File: config.mk
export PLATFORM = sky130hd
export DESIGN_NAME = toggle_decoder
export DESIGN_NICKNAME = d
export VERILOG_FILES = /design/src/rtl/toggle_pkg.sv /design/src/rtl/toggle_sync2.sv /design/src/rtl/toggle_decoder.sv
export SDC_FILE = /design/constraint.sdc
export NUM_CORES = 1
export LEC_CHECK = 0
export BUFFER_PORTS_ARGS = -buffer_cell sky130_fd_sc_hd__clkbuf_2
export CORE_UTILIZATION = 40
export CTS_CLUSTER_SIZE = 16
export DETAILED_ROUTE_END_ITERATION = 12
export PLACE_DENSITY = 0.65
export SYNTH_ARGS = -nofsm -noshare
export SYNTH_HDL_FRONTEND = slang
export SYNTH_SLANG_ARGS = --single-unit
File: constraint.sdc
create_clock -name clk -period 3.9 [get_ports clk]
set_input_delay 0.195 -clock clk [delete_from_list [all_inputs] [get_ports clk]]
set_output_delay 0.195 -clock clk [all_outputs]
set_load 0.005 [all_outputs]
File: src/rtl/toggle_pkg.sv
// Shared constants for the toggle encoder/decoder pair.
// pend_max() gives the largest pending-event count a PEND_W counter can hold.
package toggle_pkg;

    localparam int unsigned CNT_W_DEFAULT  = 8;
    localparam int unsigned PEND_W_DEFAULT = 4;

    function automatic int unsigned pend_max(input int unsigned pend_w);
        return (32'd1 << pend_w) - 32'd1;
    endfunction

endpackage

File: src/rtl/toggle_sync2.sv
// Two-flop synchronizer for a single line from an unrelated clock domain.
// Both stages reset to 0 synchronously.
module toggle_sync2 (
    input  logic clk,
    input  logic rst,
    input  logic d,
    output logic q
);

    logic s1_q, s1_d;
    logic s2_q, s2_d;

    always_comb begin
        s1_d = d;
        s2_d = s1_q;
    end

    always_ff @(posedge clk) begin
        if (rst) begin
            s1_q <= 1'b0;
            s2_q <= 1'b0;
        end else begin
            s1_q <= s1_d;
            s2_q <= s2_d;
        end
    end

    assign q = s2_q;

endmodule

File: src/rtl/toggle_decoder.sv
// Turns each level transition on t_in into a queued event token (valid/ready).
// Define TOGGLE_DECODER_SYNC_EN to pass t_in through a two-flop synchronizer first.
module toggle_decoder
    import toggle_pkg::*;
#(
    parameter int unsigned CNT_W  = CNT_W_DEFAULT,
    parameter int unsigned PEND_W = PEND_W_DEFAULT
) (
    input  logic              clk,
    input  logic              rst,
    input  logic              en,
    input  logic              t_in,
    output logic              ev_valid,
    input  logic              ev_ready,
    output logic [PEND_W-1:0] pend,
    output logic [CNT_W-1:0]  ev_count,
    output logic              ovf,
    output logic              q,
    output logic              qn
);

    localparam logic [PEND_W-1:0] PEND_MAX = PEND_W'(pend_max(PEND_W));

    logic t_s;

`ifdef TOGGLE_DECODER_SYNC_EN
    toggle_sync2 u_sync (
        .clk (clk),
        .rst (rst),
        .d   (t_in),
        .q   (t_s)
    );
`else
    assign t_s = t_in;
`endif

    logic              t_d_q, t_d_d;
    logic [PEND_W-1:0] pend_q, pend_d;
    logic [CNT_W-1:0]  ev_count_q, ev_count_d;
    logic              ovf_q, ovf_d;
    logic              detect, take;

    always_comb begin
        t_d_d      = t_s;
        pend_d     = pend_q;
        ev_count_d = ev_count_q;
        ovf_d      = ovf_q;

        detect = en && (t_s != t_d_q);
        take   = (pend_q != '0) && ev_ready;

        if (detect) begin
            ev_count_d = ev_count_q + 1'b1;
        end

        // A simultaneous detect and take leaves pend untouched, even when full.
        if (detect && !take) begin
            if (pend_q == PEND_MAX) begin
                ovf_d = 1'b1;
            end else begin
                pend_d = pend_q + 1'b1;
            end
        end else if (take && !detect) begin
            pend_d = pend_q - 1'b1;
        end
    end

    always_ff @(posedge clk) begin
        if (rst) begin
            t_d_q      <= 1'b0;
            pend_q     <= '0;
            ev_count_q <= '0;
            ovf_q      <= 1'b0;
        end else begin
            t_d_q      <= t_d_d;
            pend_q     <= pend_d;
            ev_count_q <= ev_count_d;
            ovf_q      <= ovf_d;
        end
    end

    assign ev_valid = (pend_q != '0);
    assign pend     = pend_q;
    assign ev_count = ev_count_q;
    assign ovf      = ovf_q;
    assign q        = t_d_q;
    assign qn       = ~t_d_q;

endmodule

# After elaboration in Yosys (flattened, before gate mapping)
# Index checks and enable logic that the tools add are counted.
[word_totals]
in_bits = 5
output_inout_bits = 16
reg_bits = 14
[op_classes]
n_reduce_logical = 10
addsub = 3
bitwise = 1
n_eq_ne = 3
muxes = 3
[op_table]
columns = ["operator", "n"]
rows = [
  ["$mux W4", 3],
  ["$add A8 B1 Y8 const B", 1],
  ["$add A4 B1 Y4 const B", 1],
  ["$eq A4 B4 Y1 const B", 1],
  ["$logic_and A1 B1 Y1", 4],
  ["$reduce_and A2 Y1", 2],
  ["$reduce_bool A4 Y1", 1],
  ["$sub A4 B1 Y4 const B", 1],
  ["$logic_not A1 Y1", 2],
  ["$ne A2 B2 Y1 const B", 1],
  ["$reduce_bool A2 Y1", 1],
  ["$ne A1 B1 Y1", 1],
  ["$not A1 Y1", 1],
]

# Longest topological paths before layout
# Gate-level depths: netlist of the first run.
[depth]
depth_word = 6
depth_mapped = 9
depth_no_buf = 8

# Least setup slack after synthesis of the first run
# Ideal clock, no wire load.
[synth_path]
path_type = "register -> register"
from = "reg t_d_q (netlist: q)"
to = "reg pend_q[3] (netlist: pend[3])"
t_required_ns = 3.779
path_slack_ns = 1.540
t_arrival_ns = 2.239
stages_incl_launch_ff = 10
n_path_buf = 1
setup_ns = 0.121
period_less_slack_ns = 2.360
path_cell_list = "dfxtp_1 xor2_2 and2_0 clkbuf_1 nand2_1 ha_1 a21o_1 a21oi_1 mux2i_1 mux2_2"
[synth_between]
elab_chain_cells = 6
word_cells_on_any_way = 9
classes_between = "eq/ne: 2; mux: 1; reduce/logical: 6"
[synth_lines]
columns = ["element", "line", "source"]
rows = [
  ["start, declared", "toggle_decoder.sv:37", "logic t_d_q, t_d_d;"],
  ["start signal, assigned", "toggle_decoder.sv:75", "t_d_q <= t_d_d;"],
  ["$ne A1 B1 Y1 *", "toggle_decoder.sv:49", "detect = en && (t_s != t_d_q);"],
  ["$logic_and A1 B1 Y1 *", "toggle_decoder.sv:49", ""],
  ["$logic_not A1 Y1", "toggle_decoder.sv:63", "end else if (take && !detect) begin"],
  ["$logic_and A1 B1 Y1", "toggle_decoder.sv:63", ""],
  ["$reduce_bool A2 Y1 (no line)", "n/a", ""],
  ["$reduce_and A2 Y1 (no line)", "n/a", ""],
  ["end signal, assigned", "toggle_decoder.sv:76", "pend_q <= pend_d;"],
  ["end, declared", "toggle_decoder.sv:38", "logic [PEND_W-1:0] pend_q, pend_d;"],
]
# Mark *: on every way between the ends. The rest lies on a longest branch, timed or not.
# A chain may end at the register's enable or synchronous reset.

# Worst setup path after layout of the first run
# Ends and elaborated chain as after synthesis.

==> results of run 1 <==
## sequential cells by signal, indices dropped and copies added (netlist names)
signal and flops:
q 1, ovf 1, ev_count 8, pend 4
## worst max-delay path: cells and delay by family (launching register included)
kind	cells	cell delay, ps
AOI/OAI and AO/OA	2	330
xor gates and xnor gates	1	300
adders and majority gates	1	300
DFF	1	390
muxes	2	570
and+or+nand+nor	2	490
## kinds of logic (layout without fill, tap and decap cells)
logic type	after synthesis	after routing	synth area share
and+or+nand+nor	34	34	0.2627
DFF	14	14	0.3654
AOI/OAI and AO/OA	11	11	0.1142
xor gates and xnor gates	6	6	0.07832
muxes	5	5	0.07503
buffers and inverters	5	25	0.02937
adders and majority gates	4	4	0.07505
## power by group through the flow
stage	Combinational [mW]	Sequential, mW	Clock (mW)
6_report	0.201	0.214	0.0753
5_1_grt	0.218	0.222	0.0884
4_1_cts	0.201	0.215	0.0795
3_5_place_dp	0.201	0.218	0
3_3_place_gp	0.197	0.216	0
2_1_floorplan	0.145	0.211	0
## cell usage in the layout, fill, tap and decap left out, types with 3 or more instances in the layout
cell | netlist | final
nand4_1 | 3 | 3
o21ai_0 | 3 | 3
nand3_1 | 3 | 3
nor2_1 | 10 | 10
nor2b_1 | 3 | 3
ha_1 | 3 | 3
a21oi_1 | 3 | 3
clkbuf_4 | 0 | 3
dfxtp_1 | 14 | 14
clkbuf_2 | 0 | 20
xnor2_1 | 3 | 3
## through the flow
step / setup WS [ps] / util / hold WS, ps
global route: 1235 / 0.5135 / 183.4
global placement: 1528 / 0.5007 / 464.7
floorplan: 1540 / - / 323.2
CTS: 1424 / 0.5135 / 183.0
finish: 1412 / 0.5135 / 188.1
detailed placement: 1436 / 0.5007 / 462.2
## path summary, 6_finish.rpt
check             startpoint       to  slack (ps)  depth (start not counted)
hold / removal          t_in        q         190                          2
setup reg to reg           q  pend[3]        1410                          8
setup / recovery           q  pend[3]        1410                          8
hold reg to reg          ovf      ovf         480                          2
## routing by layer
layer  part of all wire  vias up
met5                  0        -
met4                  0        0
met3              0.063        0
met2               0.44       21
met1               0.50      271
li1                   -      320
## layout make-up
type / count / share of cell area
Clock buffer: 3 / 0.02486
Inverter: 2 / 0.008287
Multi-Input combinational cell: 60 / 0.5124
Sequential cell: 14 / 0.3094
Tap cell: 25 / 0.03453
Timing Repair Buffer: 20 / 0.1105
==> results.ini, run 1 <==
[routing]
firstDrtPassIters = 4
avgRoutedWirePerCell_um = 11.16
dr.first_iter.drc_count = 6
viasPerCell = 4.935
final_antenna_net_count = 0
finalWirelength_um = 1384
vias = 612
drc_errors = 0

[cts]
clk_pin_slew_ps = 70
htreeDepth = 1
cts_tree = yes
cts_hold_buf = 0
clkSinkCount = 14
cts_root_buffer = clkbuf_4
post_cts_resized = 0
cts_made_buffers = 3
clk_path_buf_depth = 2
cts_setup_buffers = 0
clk_latency_ps = 270

[logic_synthesis]
synthCells = 79
ys.flop_type = dfxtp_1
syn_area_um2 = 767.0
synth_most_common_cell = dfxtp_1
synth_area_leader_cell = dfxtp_1
synthArstFlopShare = 0
synth_top_cell_area_share = 0.3654
synth_top_cells_by_area = dfxtp_1 (37%), ha_1 (4.9%), nor2_1 (4.9%)
ys_seq_area_frac = 0.3654
yosysWarnings = 0
synth-edff-count = 0
synth_seq_cells = 14
synth.avg_cell_area_um2 = 9.709
yosys-top-cells-count = dfxtp_1 (14), nor2_1 (10)
syn_nets = 88
synth.distinct_cells = 35

[run]
drv_cap = 0

[global_route]
track_usage = 0.1495
grt_antenna_before_repair = 0
use_met2 = 0.2200
grt_pass1_wl_um = 2235
gr-total-overflow = 0
busiest_layer = met2
gr-usage-met3 = 0.05952
grt_pass1_vias = 513
grt.met1_usage = 0.2049
grt_max_degree = 20

[pwr]
p_sw_frac = 0.3562
p_leak_nw = 0.3976
p_switching_uw = 174.7
fin_total_pwr_uw = 490.5
clockPowerShare = 0.153
p_seq_frac = 0.436
irDropWorstVdd_mv = 0.3481
combinationalPowerShare = 0.410
p_per_area_nw_per_um2 = 541.5
p_int_uw = 315.8

[place]
dp_hpwl_um = 1076
portBuffers = 20
dp.cells = 121
gp_congestion = 0.7740
place_area_um2 = 883.3

[floorplan]
die_w_um = 45.79
placementRows = 15
core_um2 = 1764
start_util = 0.4348
die_h_um = 45.79
dieArea_um2 = 2097
io_pins = 21

[critical_path]
critical_path.max_stage_delay_ps = 390
crit_path_start_kind = register
crit_fanout = 7
endpoint_kind = register
crit_slowest_cell = dfxtp_1
cp.required_ps = 4060
cp_cell_sequence = xor2_2, and2_0, nand2_1, ha_1, a21o_1, a21oi_1, mux2i_1, mux2_2
cp.arrival_ps = 2650
critPathKind = reg -> reg

[timing]
worst_pin_slew_ps = 382.3
period_needed_ps = 2488
fmax_mhz = 401.9
finalCritPeriodShare = 0.6381
hold_viol = 0
drv_slew = 0
relSlewSlack = 0.7443
final-setup-viol-count = 0
tns_ps = 0
clock-skew-final_ps = 0.6206
rsz0062_at_grt = no

[run_status]
status = completed

[finish]
nets = 110
antenna_cells = 0
fillers = 187
drive_gt1_frac = 0.3434
regArea_um2 = 280.3
final_cell_area_um2 = 905.9
stdcell_count = 124
syn2layout_area_growth_pct = 18.11
multi_input_area_um2 = 464.2

[min_path]
min_path_type = in -> reg

Power figures use the tool's default switching activity.
==> run 2: changes to the inputs <==
==> constraint.sdc (replaced) <==
create_clock -name clk -period 2.3 [get_ports clk]
set_input_delay 0.115 -clock clk [delete_from_list [all_inputs] [get_ports clk]]
set_output_delay 0.115 -clock clk [all_outputs]
set_load 0.005 [all_outputs]
==> run 2 against run 1 <==
Critical path depth is 1 lower. Sequential cell count stayed put. Design area is 5.4% higher. First-iteration DRC count is 100% higher. Fmax is 16% higher. Combinational power is 120% higher. Worst setup slack worse by 1300 ps. Sequential share of layout area is 1.5 points lower. Critical endpoint unchanged. Via count is 8.7% higher. Register-to-register slack worse by 1300 ps. Final cell count is 4.8% higher. Sequential power is 51% higher. Largest power group is now combinational logic.
==> results.ini, run 2 (synthesis gave the netlist of run 1 again) <==
[run_status]
status = completed

[pwr]
p_sw_frac = 0.3484
p_per_area_nw_per_um2 = 933.8
irDropWorstVdd_mv = 0.5432
p_seq_frac = 0.362
p_leak_nw = 0.4287
combinationalPowerShare = 0.489
clockPowerShare = 0.149
p_int_uw = 580.9
p_switching_uw = 310.6

[place]
dp_hpwl_um = 1123
place_area_um2 = 929.6
portBuffers = 20
gp_congestion = 0.8103

[routing]
final_antenna_net_count = 0
finalWirelength_um = 1463
dr.first_iter.drc_count = 12
drc_errors = 0
firstDrtPassIters = 4
vias = 665
viasPerCell = 5.115
avgRoutedWirePerCell_um = 11.25

[global_route]
grt_max_degree = 20
grt_antenna_before_repair = 0
grt_pass1_wl_um = 2490
track_usage = 0.1746
grt_pass1_vias = 563
gr-total-overflow = 0

[floorplan]
core_um2 = 1764
dieArea_um2 = 2097
die_h_um = 45.79
io_pins = 21
die_w_um = 45.79
start_util = 0.4348
placementRows = 15

[min_path]
min_path_type = in -> reg

[cts]
clk_path_buf_depth = 2
cts_made_buffers = 3
cts_root_buffer = clkbuf_4
cts_tree = yes
cts_hold_buf = 0
clk_latency_ps = 270
htreeDepth = 1
clkSinkCount = 14
clk_pin_slew_ps = 70

[timing]
relSlewSlack = 0.7654
hold_viol = 0
drv_slew = 0
finalCritPeriodShare = 0.9345
worst_pin_slew_ps = 351.9
tns_ps = 0
clock-skew-final_ps = 2.877
period_needed_ps = 2149
final-setup-viol-count = 0
fmax_mhz = 465.3
rsz0062_at_grt = no

[critical_path]
cp_top_family = compound AO/OA/AOI/OAI gates
endpoint_kind = register
crit_path_start_kind = register
crit_slowest_cell = dfxtp_1
crit_fanout = 7
critPathKind = reg -> reg
cp.arrival_ps = 2310
critPathBufInv = 0
critical_path.max_stage_delay_ps = 380
cp.required_ps = 2460
cp_cell_sequence = o41ai_4, nand2_2, ha_1, a21o_1, a21oi_1, mux2i_1, mux2_2

[run]
drv_cap = 0

[finish]
largest_reg_flops = 8
layout_commonest_cell = clkbuf_2
mostFrequentLayoutCells = clkbuf_2 (20), dfxtp_1 (13), nor2_1 (10), buf_4 (6)
final_cell_area_um2 = 954.7
antenna_cells = 0
syn2layout_area_growth_pct = 24.47
drive_gt1_frac = 0.4000
nets = 116

==> run 2: cell count changes in the layout (fill, tap and decap cells not counted) <==
cell / previous run / this run
buf_4: 0 / 6
dfxtp_1: 14 / 13
dfxtp_2: 0 / 1
nand2_1: 2 / 1
nand2_2: 0 / 1
==> run 2: worst paths after layout <==
| path | from | end | slack [ps] | cells past startpoint |
|---|---|---|---|---|
| setup reg to reg | pend[3] | pend[3] | 150 | 7 |
| hold reg to reg | ovf | ovf | 480 | 2 |
| hold / removal | t_in | q | 110 | 2 |
| setup / recovery | pend[3] | pend[3] | 150 | 7 |
==> run 2: timing repair <==
action                     in CTS  in global routing
setup endpoints to repair       0                  1
setup buffers                   0                  0
resized for setup               0                  1
==> run 2: stage by stage <==
| stage | hold WS [ps] | power, mW | utilization | instances | setup slack, ps |
|---|---|---|---|---|---|
| after floorplan | 243.0 | 0.6045 | - | 79 | 48.46 |
| after global placement | 379.9 | 0.7552 | 0.5270 | 127 | 170.4 |
| final | 108.4 | 0.8915 | 0.5411 | 130 | 150.7 |
| after CTS | 100.9 | 0.9047 | 0.5397 | 130 | 111.0 |
| after global routing | 91.81 | 0.9787 | 0.5411 | 130 | 11.73 |
| after detailed placement | 391.3 | 0.7653 | 0.5270 | 127 | 123.6 |
==> run 2: final cells by class <==
cell class,count,area [µm²]
Clock buffer,3,22.52
Fill cell,190,809.5
Inverter,2,7.507
Multi-Input combinational cell,60,466.7
Sequential cell,14,281.5
Tap cell,25,31.28
Timing Repair Buffer,26,145.1
==> run 2: layer usage <==
metal	up-vias	share of wire	wire [µm]	track usage
li1	331	-	-	-
met1	319	0.46	677	0.2113
met2	13	0.49	718	0.2743
met3	2	0.036	53	0.07143
met4	0	0.0096	14	0.07059
met5	-	0	0	0
==> run 2: power groups by stage <==
stage	logic, mW	registers, mW	clock network [mW]
floorplan	0.247	0.358	0
global placement	0.427	0.328	0
detailed placement	0.436	0.330	0
CTS	0.438	0.324	0.143
global route	0.494	0.329	0.156
finish	0.436	0.323	0.133
==> run 3: changes to the inputs <==
--- a/config.mk
+++ b/config.mk
@@ -9,6 +9,7 @@
 export CORE_UTILIZATION = 40
 export CTS_CLUSTER_SIZE = 16
 export DETAILED_ROUTE_END_ITERATION = 12
+export MAX_ROUTING_LAYER = met4
 export PLACE_DENSITY = 0.65
 export SYNTH_ARGS = -nofsm -noshare
 export SYNTH_HDL_FRONTEND = slang
==> run 3 against run 2 <==
Hold slack lost 0.67 ps. Via count shrank 1.8%. Non-clock buffer count is the same. First-iteration DRC count grew 8.3%. Total power grew 0.34%. Fmax is essentially flat.
==> results.ini, run 3 (synthesis gave the netlist of run 1 again) <==
[routing]
final_antenna_net_count = 0
vias = 653
dr.first_iter.drc_count = 13
drc_errors = 0
firstDrtPassIters = 4
viasPerCell = 5.023
avgRoutedWirePerCell_um = 11.42
finalWirelength_um = 1484

[timing]
rsz0062_at_grt = no
hold_viol = 0
period_needed_ps = 2151
worst_pin_slew_ps = 359.9
final-setup-viol-count = 0
relSlewSlack = 0.7601
fmax_mhz = 465.0
finalCritPeriodShare = 0.9350
tns_ps = 0
drv_slew = 0
clock-skew-final_ps = 3.942

[global_route]
grt_max_degree = 20
grt_antenna_before_repair = 0
grt_pass1_vias = 562
grt_pass1_wl_um = 2497
track_usage = 0.1798
gr-total-overflow = 0

[floorplan]
die_h_um = 45.79
core_um2 = 1764
placementRows = 15
io_pins = 21
die_w_um = 45.79
start_util = 0.4348
dieArea_um2 = 2097

[critical_path]
cp.arrival_ps = 2320
endpoint_kind = register
cp.required_ps = 2470
r2r-start = pend[3]
critical_path.max_stage_delay_ps = 380
crit_start = pend[3]
critPathKind = reg -> reg
crit_path_start_kind = register
crit_fanout = 7
crit_slowest_cell = dfxtp_1
cp_cell_sequence = o41ai_4, nand2_2, ha_1, a21o_1, a21oi_1, mux2i_1, mux2_2

[finish]
drive_gt1_frac = 0.4000
fillers = 190
nets = 116
syn2layout_area_growth_pct = 24.47
antenna_cells = 0
layout_commonest_cell = clkbuf_2
final_util = 0.5411
mostFrequentLayoutCells = clkbuf_2 (20), dfxtp_1 (13), nor2_1 (10), buf_4 (6)
largest_reg_flops = 8

[pwr]
p_int_uw = 581.4
irDropWorstVdd_mv = 0.5441
p_seq_frac = 0.362
p_switching_uw = 313.1
p_leak_nw = 0.4287
p_sw_frac = 0.3500
p_per_area_nw_per_um2 = 937.0
combinationalPowerShare = 0.489
clockPowerShare = 0.150
fin_total_pwr_uw = 894.5

[place]
portBuffers = 20
gp_congestion = 0.8222
dp_hpwl_um = 1123

[cts]
cts_hold_buf = 0
htreeDepth = 1
clk_pin_slew_ps = 70
clk_latency_ps = 270
cts_root_buffer = clkbuf_4
clkSinkCount = 14
cts_setup_buffers = 0
cts_made_buffers = 3
cts_tree = yes
clk_path_buf_depth = 2

[run_status]
status = completed

[min_path]
min_path_type = in -> reg
worst_hold_startpoint = t_in

[run]
drv_cap = 0

## run 3: cell counts in the layout (fill, tap and decap cells not counted)
No cell type changed its count.
## run 3: metal layers
metal | vias to the layer above | wire, µm | track usage | share of wire
met3 | 2 | 54 | 0.07143 | 0.036
met5 | - | 0 | - | 0
li1 | 329 | - | - | -
met4 | 0 | 14 | 0.07059 | 0.0094
met2 | 13 | 728 | 0.2743 | 0.49
met1 | 309 | 686 | 0.2113 | 0.46
## run 3: final timing paths
kind	to	slack, ps	cells past startpoint
worst min register to register	ovf	480	2
worst max-delay path	pend[3]	150	7
worst min-delay path	q	110	2
worst max register to register	pend[3]	150	7
## run 3: through the flow
step	area [µm²]	setup slack [ps]	instances	hold WS [ps]
after floorplan	769.5	48.46	79	243.0
after global placement	929.6	170.4	127	379.9
after detailed placement	929.6	123.6	127	391.3
after CTS	952.2	111.0	130	100.9
after global routing	954.7	11.73	130	91.80
final	954.7	149.4	130	107.7
## run 3: power groups by stage
stage | clock (mW) | sequential [mW] | combinational, mW
after floorplan | 0 | 0.358 | 0.247
after global placement | 0 | 0.328 | 0.427
after detailed placement | 0 | 0.330 | 0.436
after CTS | 0.143 | 0.324 | 0.438
after global routing | 0.156 | 0.329 | 0.494
final | 0.134 | 0.323 | 0.437
## run 3: repair_timing
| item | CTS | global route |
|---|---|---|
| hold endpoints to repair | 0 | 0 |
| endpoints found under the setup margin | 0 | 1 |
| resized for setup | 0 | 1 |
## run 3: worst max-delay path, delay by kind of cell, from the launching register on
| family | cells | cell delay [ps] |
|---|---|---|
| muxes | 2 | 550 |
| adders and majority gates | 1 | 280 |
| DFF | 1 | 380 |
| and+or+nand+nor | 1 | 120 |
| AOI/OAI and AO/OA | 3 | 710 |
## run 3: final cells by class
| type | instances | area, µm² | area share |
|---|---|---|---|
| inverters | 2 | 7.507 | 0.007864 |
| repair buffers | 26 | 145.1 | 0.1520 |
| multi-input cells | 60 | 466.7 | 0.4889 |
| flip-flops and latches | 14 | 281.5 | 0.2949 |
| clock buffers | 3 | 22.52 | 0.02359 |
| well taps | 25 | 31.28 | 0.03277 |
